$ cat src/rtl/sdp_dmaunpack_p_pkg.sv
// Shared SDP definitions for the DMA unpacker: sizing helper, slot record
// and the don't-care value driven by unreachable mux arms.
`ifndef X_OR_0
`define X_OR_0 '0
`endif

package sdp_dmaunpack_p_pkg;

  localparam int SDP_IW = 256;
  localparam int SDP_OW = 64;

  // Smallest n with 2**n >= value; usable in parameter expressions.
  function automatic int clog2(input int value);
    int result;
    result = 0;
    for (int i = 0; i < 31; i++) begin
      if ((1 << i) < value) result = i + 1;
    end
    return result;
  endfunction

  localparam int SDP_CW = clog2(SDP_IW / SDP_OW);

  // One buffered word for the default 256-to-64 configuration.
  typedef struct packed {
    logic [SDP_IW-1:0] data;
    logic [SDP_CW-1:0] nseg;
    logic              eop;
  } sdp_slot_t;

endpackage

$ cat src/rtl/sdp_dmaunpack_p_buf2.sv
// Two-slot FIFO for the DMA unpacker. Full/empty flags are registered so
// the upstream ready never depends combinationally on the downstream pop.
module sdp_dmaunpack_buf2 #(
  parameter int W = 8
) (
  input  logic         nvdla_core_clk,
  input  logic         nvdla_core_rstn,
  input  logic         push_i,
  input  logic [W-1:0] wdata_i,
  input  logic         pop_i,
  output logic [W-1:0] rdata_o,
  output logic         not_full_o,
  output logic         not_empty_o
);

  logic [W-1:0] mem_q [2];
  logic         wr_ptr_q, wr_ptr_d;
  logic         rd_ptr_q, rd_ptr_d;
  logic [1:0]   cnt_q, cnt_d;
  logic         not_full_q, not_empty_q;

  // Callers only push when not full and only pop when not empty.
  always_comb begin
    wr_ptr_d = wr_ptr_q ^ push_i;
    rd_ptr_d = rd_ptr_q ^ pop_i;
    cnt_d    = cnt_q + {1'b0, push_i} - {1'b0, pop_i};
  end

  // NOTE: state updates use <= so every flop samples pre-edge values.
  always_ff @(posedge nvdla_core_clk or negedge nvdla_core_rstn) begin
    if (!nvdla_core_rstn) begin
      wr_ptr_q    <= 1'b0;
      rd_ptr_q    <= 1'b0;
      cnt_q       <= 2'd0;
      not_full_q  <= 1'b1;
      not_empty_q <= 1'b0;
    end else begin
      wr_ptr_q    <= wr_ptr_d;
      rd_ptr_q    <= rd_ptr_d;
      cnt_q       <= cnt_d;
      not_full_q  <= (cnt_d != 2'd2);
      not_empty_q <= (cnt_d != 2'd0);
    end
  end

  // NOTE: payload storage has no reset; the pointers and flags guard it.
  always_ff @(posedge nvdla_core_clk) begin
    if (push_i) mem_q[wr_ptr_q] <= wdata_i;
  end

  assign rdata_o     = mem_q[rd_ptr_q];
  assign not_full_o  = not_full_q;
  assign not_empty_o = not_empty_q;

endmodule

$ cat src/rtl/sdp_dmaunpack_p.sv
// SDP write-path DMA unpacker: splits IW-bit words into OW-bit segments,
// emitting nseg+1 segments per word in ascending order with no bubbles.
module sdp_dmaunpack_p
  import sdp_dmaunpack_p_pkg::*;
#(
  parameter int IW    = 256,
  parameter int OW    = 64,
  localparam int RATIO = IW / OW,
  localparam int CW    = clog2(RATIO)
) (
  input  logic          nvdla_core_clk,
  input  logic          nvdla_core_rstn,
  input  logic          inp_pvld,
  output logic          inp_prdy,
  input  logic [IW-1:0] inp_data,
  input  logic [CW-1:0] inp_nseg,
  input  logic          inp_eop,
  output logic          out_pvld,
  input  logic          out_prdy,
  output logic [OW-1:0] out_data,
  output logic [CW-1:0] out_seg,
  output logic          out_eop
);

  // Same layout as sdp_slot_t, sized by this instance's parameters.
  typedef struct packed {
    logic [IW-1:0] data;
    logic [CW-1:0] nseg;
    logic          eop;
  } slot_t;

  localparam int PW = $bits(slot_t);

  slot_t         wr_slot, head;
  logic          inp_acc, out_acc, is_last, pop, not_full, not_empty;
  logic [CW-1:0] seg_cnt_q, seg_cnt_d;

  assign inp_prdy = not_full;
  assign inp_acc  = inp_pvld & not_full;
  assign wr_slot  = '{data: inp_data, nseg: inp_nseg, eop: inp_eop};

  assign out_pvld = not_empty;
  assign out_acc  = out_pvld & out_prdy;
  assign is_last  = (seg_cnt_q == head.nseg);
  assign pop      = out_acc & is_last;

  sdp_dmaunpack_buf2 #(.W(PW)) u_buf (
    .nvdla_core_clk  (nvdla_core_clk),
    .nvdla_core_rstn (nvdla_core_rstn),
    .push_i          (inp_acc),
    .wdata_i         (wr_slot),
    .pop_i           (pop),
    .rdata_o         (head),
    .not_full_o      (not_full),
    .not_empty_o     (not_empty)
  );

  always_comb begin
    seg_cnt_d = seg_cnt_q;
    if (out_acc) seg_cnt_d = is_last ? '0 : seg_cnt_q + 1'b1;
  end

  always_ff @(posedge nvdla_core_clk or negedge nvdla_core_rstn) begin
    if (!nvdla_core_rstn) seg_cnt_q <= '0;
    else                  seg_cnt_q <= seg_cnt_d;
  end

  // NOTE: the default assignment up front keeps this mux free of latches.
  always_comb begin
    out_data = `X_OR_0;
    for (int k = 0; k < RATIO; k++) begin
      if (seg_cnt_q == CW'(k)) out_data = head.data[k*OW +: OW];
    end
  end

  assign out_seg = seg_cnt_q;
  // Gated by out_pvld so the unreset slot contents never leak onto eop.
  assign out_eop = out_pvld & head.eop & is_last;

`ifndef SYNTHESIS
  a_inp_pvld_known: assert property (@(posedge nvdla_core_clk) disable iff (!nvdla_core_rstn)
    !$isunknown(inp_pvld));
  a_out_prdy_known: assert property (@(posedge nvdla_core_clk) disable iff (!nvdla_core_rstn)
    !$isunknown(out_prdy));
  a_inp_prdy_known: assert property (@(posedge nvdla_core_clk) disable iff (!nvdla_core_rstn)
    !$isunknown(inp_prdy));
  a_inp_pvld_hold: assert property (@(posedge nvdla_core_clk) disable iff (!nvdla_core_rstn)
    (inp_pvld && !inp_prdy) |=> inp_pvld);
`endif

endmodule

$ cat config.mk
export PLATFORM = sky130hd
export DESIGN_NAME = sdp_dmaunpack_p
export DESIGN_NICKNAME = d
export VERILOG_FILES = /design/src/rtl/sdp_dmaunpack_p_pkg.sv /design/src/rtl/sdp_dmaunpack_p_buf2.sv /design/src/rtl/sdp_dmaunpack_p.sv
export SDC_FILE = /design/constraint.sdc
export NUM_CORES = 1
export LEC_CHECK = 0
export CAP_MARGIN = 10
export CORE_ASPECT_RATIO = 0.9
export CORE_MARGIN = 5
export CORE_UTILIZATION = 26
export CTS_BUF_LIST = sky130_fd_sc_hd__clkbuf_4 sky130_fd_sc_hd__clkbuf_8 sky130_fd_sc_hd__clkbuf_16
export DETAILED_ROUTE_END_ITERATION = 10
export PLACE_DENSITY = 0.43
export SLEW_MARGIN = 20
export SYNTH_ARGS = -nofsm -noshare
export SYNTH_HDL_FRONTEND = slang
export SYNTH_SLANG_ARGS = --single-unit
$ cat constraint.sdc
create_clock -name nvdla_core_clk -period 20.3 [get_ports nvdla_core_clk]
set_input_delay 2.03 -clock nvdla_core_clk [delete_from_list [all_inputs] [get_ports nvdla_core_clk]]
set_output_delay 2.03 -clock nvdla_core_clk [all_outputs]
set_load 0.02 [all_outputs]
# After elaboration in Yosys (flattened, before gate mapping)
# Memory sizes are Yosys's and may differ from the RTL's.
# Index checks and enable logic that the tools add are counted.
totals:
  register_bits: 8
  latchBits: 0
  ram_bits: 518
  romBits: 0
  word_cells: 31
  memories: 1
op_classes:
  addsub: 3
  mul: 0
  n_div: 0
  n_lt_le_gt_ge: 0
  n_eq_ne: 5
  shifts: 0
  mux: 7
  n_bitwise: 7
  reduce_logical: 2
memory_table:
  columns: ["name", "depth", "width", "read_ports", "rd_ports_with_merged_regs", "write_ports", "line", "text"]
  rows:
  - ["u_buf.mem_q", 2, 259, 1, 0, 1, "sdp_dmaunpack_p_buf2.sv:16", "logic [W-1:0] mem_q [2];"]
op_table:
  columns: ["operator", "count"]
  rows:
  - ["$mux W64", 4]
  - ["$and A1 B1 Y1", 5]
  - ["$eq A2 B2 Y1 const B", 2]
  - ["$add A2 B1 Y2", 1]
  - ["$add A2 B1 Y2 const B", 1]
  - ["$eq A2 B1 Y1 const B", 1]
  - ["$eq A2 B2 Y1", 1]
  - ["$logic_not A2 Y1", 1]
  - ["$mux W1", 2]
  - ["$mux W2", 1]
  - ["$ne A2 B2 Y1 const B", 1]
  - ["$reduce_bool A2 Y1", 1]
  - ["$sub A2 B1 Y2", 1]
  - ["$xor A1 B1 Y1", 2]

# Depth between registers and ports, before layout
depth:
  ltp_word: 5
  mapped_depth: 12
  depth_no_buf: 9

# Hierarchy
# A second synthesis with hierarchy kept.
hier_totals:
  hier_cells: 1280
  hier_area_um2: 22362.7
by_module_without_submodules:
  columns: ["mod", "n_inst", "cells_per_inst", "area_each_um2"]
  rows:
  - ["sdp_dmaunpack_buf2", 1, 825, 19775.2]
  - ["sdp_dmaunpack_p", 1, 455, 2587.5]

# Least setup slack after synthesis
# Ideal clock, no wire load.
synth_timing:
  path_type: "in2reg"
  start: "in inp_pvld"
  end: "mem u_buf.mem_q[1][0] (netlist name) (enable)"
  setup_time_ns: 0.654
  arrival_ns: 8.153
  slack_ns: 11.493
  cell_stages: 2
  path_buffers: 0
  cell_sequence: "and2_1 ha_1"
synth_between:
  elab_chain_len: 3
synth_lines:
  columns: ["element", "line", "text"]
  rows:
  - ["from (decl)", "sdp_dmaunpack_p.sv:13", "input logic inp_pvld,"]
  - ["$and A1 B1 Y1", "sdp_dmaunpack_p.sv:39", "assign inp_acc = inp_pvld & not_full;"]
  - ["$mux W1", "sdp_dmaunpack_p_buf2.sv:48", "if (push_i) mem_q[wr_ptr_q] <= wdata_i;"]
  - ["$mux W1 (implied by the code)", "sdp_dmaunpack_p_buf2.sv:48", null]
  - ["to (decl)", "sdp_dmaunpack_p_buf2.sv:16", null]
# Every way passes these cells.

# Worst setup path in the final report
layout_timing:
  start: "reg u_buf.rd_ptr_q"
  end: "out out_data[36]"
layout_between:
  elab_chain_len: 5
layout_lines:
  columns: ["element", "line", "text"]
  rows:
  - ["from (decl)", "sdp_dmaunpack_p_buf2.sv:18", "logic rd_ptr_q, rd_ptr_d;"]
  - ["from (signal assigned)", "sdp_dmaunpack_p_buf2.sv:39", "rd_ptr_q <= rd_ptr_d;"]
  - ["$mem_v2 Z2 W259 (*)", null, null]
  - ["$mux W64 (3 in series)", "sdp_dmaunpack_p.sv:72", "if (seg_cnt_q == CW'(k)) out_data = head.data[k*OW +: OW];"]
  - ["$mux W64 (*)", "sdp_dmaunpack_p.sv:72", null]
  - ["to (decl)", "sdp_dmaunpack_p.sv:20", "output logic [OW-1:0] out_data,"]
# Every way passes the cells marked *; elsewhere a longest branch is shown, timed or not.

==> summary.txt <==
Worst setup path
  • WP data arrival: 4720 ps
  • Reg2reg start: u_buf.not_full_o
  • Setup crit end kind: output port
  • CP required: 18,270 ps
  • Worst setup SP type: register
  • Kind of critical path: reg -> out
  • Crit path max fanout: 110
  • Crit path launch: u_buf.rd_ptr_q

Power
  • PwrDens: 154 nW/um^2
  • Pleak: 9.29 nW
  • Cell Int Power: 2.86 mW
  • Sequential group share of total power: 36.4%
  • Switching power: 1.36 mW
  • Clock share of power: 25.7%
  • Logic pwr share: 37.9%
  • Worst vdd ir: 0.0850 mV
  • Sw Share: 32.2%

Timing
  • Hold WS: 622 ps
  • Max Clock Freq: 148 MHz
  • Slew Limit Fails: 0
  • Min Tclk post-route: 6750 ps
  • Setup TNS: 0 ps
  • Slew margin rel.: 30.2%
  • Fin. Hold Viols: 0
  • Setup WS post-layout: 13,550 ps
  • RSZ-0062 raised after global routing: false
  • Slew @ Worst Pin: 1050 ps
  • Period utilisation layout: 33.2%
  • Clk_skew: 18.4 ps
  • Endpoints failing setup: 0

Floorplan
  • Die X: 309 um
  • DIE HEIGHT: 279 um
  • Core Area: 79,600 um^2
  • Site Rows: 98
  • Initial Utilization: 26.3%
  • Num ports: 332
  • Die area: 86,100 um^2

Place
  • Post-DP HPWL: 34,300 um
  • Input/output buffers: 331
  • RePlAce Congestion: 0.692
  • Pre-CTS setup slack: 14,050 ps
  • Inst Count DP: 2,411

Hold path
  • HP Start: u_buf.not_empty_o
  • Min-delay worst type: reg -> reg

Synth
  • Avg Inst Size Synth: 19.2 um^2
  • Most frequent cell after synthesis: edfxtp_1
  • Post-Synthesis Cell Area: 20,900 um^2
  • Post-synth top flop: edfxtp_1
  • Number of synthesized flops with an enable pin: 518
  • Seq cells post-synth: 526
  • Largest area contributor in the netlist: edfxtp_1
  • Post-synth net total: 1,357
  • Post-synth top cells: 518 x edfxtp_1, 149 x mux2_2, 66 x mux2i_1
  • Register area share after synthesis: 75.4%
  • FFs w/ async S/R, synth: 1.52%
  • Synth cell types: 31
  • Post-synth top area share: 74.4%
  • Yosys warns: 0
  • Synth top area cells: edfxtp_1 74%, mux2_2 8.0%, mux2i_1 3.2%
  • Post-Synthesis Cells: 1,086

Clock network
  • Cts hold-fix bufs: 0
  • Clock root cell: clkbuf_16
  • H-tree levels: 2
  • Post-CTS resize count: 0
  • Reg clk slew, reported paths: 60 ps
  • CTS tree: yes
  • Post-CTS setup buffers: 0
  • # clock sinks: 526
  • CTS Buf Count: 61
  • Worst-case clock buffer depth: 3
  • Worst-skew pair later-pin latency: 610 ps

Layout
  • Layout area overhead: 31.0%
  • Share of post-route cells with drive strength above 1: 21.1%
  • Post-Layout Cell Count: 2,524
  • Area occupied by multi-input gates: 4820 um^2
  • Filler cell count: 7,581
  • Reg area: 15,800 um^2
  • Nets: 1,695

Drt
  • DR iter-0 viols: 691
  • DRC Markers: 0
  • Vias per cell: 4.44
  • Routed Antenna Nets: 0
  • DR WL/cell: 22.6 um
  • Wirelength, routed: 57,000 um
  • Pre-antenna DRT Iters: 5
  • Vias post-DR: 11,200

Global routing
  • Largest net degree at the start of global routing: 111
  • Number of global-route vias before repair: 12,000
  • GRT Total Usage: 12.7%
  • Initial antenna violation count: 16
  • Remaining global-route overflow: 0
  • First-pass GRT wire length: 82,000 um

Outcome
  • Status: complete, no violations

Job
  • Max cap viols: 0
==> cell families after synthesis <==
kind of cell,after synthesis,synth area share [%]
AO/OA/AOI/OAI,196,7.39
XOR/XNOR,6,0.252
adder cells (fa/ha/maj),8,0.479
buffers and inverters,78,1.86
flip-flops,526,75.4
multiplexers,259,14.3
AND/OR/NAND/NOR,13,0.335
==> registers in the layout (all words and copies together) (netlist names) <==
signal             cells
u_buf.not_empty_o      1
u_buf.cnt_q            2
u_buf.wr_ptr_q         1
out_seg                2
u_buf.rd_ptr_q         1
u_buf.not_full_o       1
u_buf.mem_q          518
==> per-layer routing <==
metal  wire length [um]  global-route usage [%]  up-vias
met2              27400                    20.9      267
li1                   -                       -     5124
met5                 88                       0        -
met4               1060                    3.10       12
met3               3460                    3.49       87
met1              25000                    16.7     5714
==> stage by stage <==
stage               cell area, um^2  utilization, %  power, mW
floorplan                     20900               -       2.61
global route                  27400            34.4       4.44
finish                        27400            34.4       4.22
detailed placement            25400            31.9       3.20
CTS                           27400            34.4       4.32
global placement              25400            31.9       3.19
==> power groups by stage <==
stage / clock network (mW) / logic, mW / registers, mW
5_1_grt: 1.18 / 1.71 / 1.56
3_5_place_dp: 0 / 1.64 / 1.56
2_1_floorplan: 0 / 1.02 / 1.59
3_3_place_gp: 0 / 1.64 / 1.56
4_1_cts: 1.13 / 1.65 / 1.54
6_report: 1.09 / 1.60 / 1.53
==> layout make-up <==
cell class | count | share of cell area [%]
Multi-Input combinational cell | 482 | 17.6
Inverter | 7 | 0.0960
Tap cell | 1050 | 4.80
Timing Repair Buffer | 346 | 12.6
Clock buffer | 84 | 6.54
Clock inverter | 23 | 0.759
Sequential cell | 526 | 57.6
Antenna cell | 6 | 0.0548
==> worst max-delay path: stages (launching register included) <==
cell and delay, ps:
dfrtp_4 960, buf_12 590, buf_4 820, mux2_2 420, a221o_1 390, a22o_1 230
clkdlybuf4s50_1 530
==> path summary, 6_finish.rpt <==
check	to	slack (ps)	cells after the start
worst max-delay path	out_data[36]	13550	6
worst min-delay path	out_seg[0]	620	2
worst max register to register	u_buf.mem_q[0][189]	16960	4
worst min register to register	out_seg[0]	620	2
max in group asynchronous	u_buf.not_full_o	18260	1
min in group asynchronous	out_seg[0]	1720	1
==> layout by cell type (no fill, tap or decap), types with 5 or more instances in the layout <==
| cell type | netlist | routed |
|---|---|---|
| clkinv_1 | 0 | 11 |
| mux2_4 | 40 | 40 |
| mux2i_1 | 66 | 66 |
| mux2_2 | 149 | 149 |
| edfxtp_1 | 518 | 518 |
| clkbuf_4 | 0 | 14 |
| inv_1 | 7 | 7 |
| a221o_1 | 64 | 64 |
| clkbuf_16 | 0 | 64 |
| clkbuf_8 | 0 | 6 |
| ha_4 | 0 | 5 |
| clkinv_2 | 0 | 6 |
| diode_2 | 0 | 6 |
| a21oi_1 | 64 | 64 |
| buf_4 | 7 | 13 |
| dfrtp_1 | 7 | 6 |
| a22o_1 | 64 | 64 |
| clkdlybuf4s50_1 | 0 | 331 |
No activity file was read; power rests on OpenSTA's default activity.
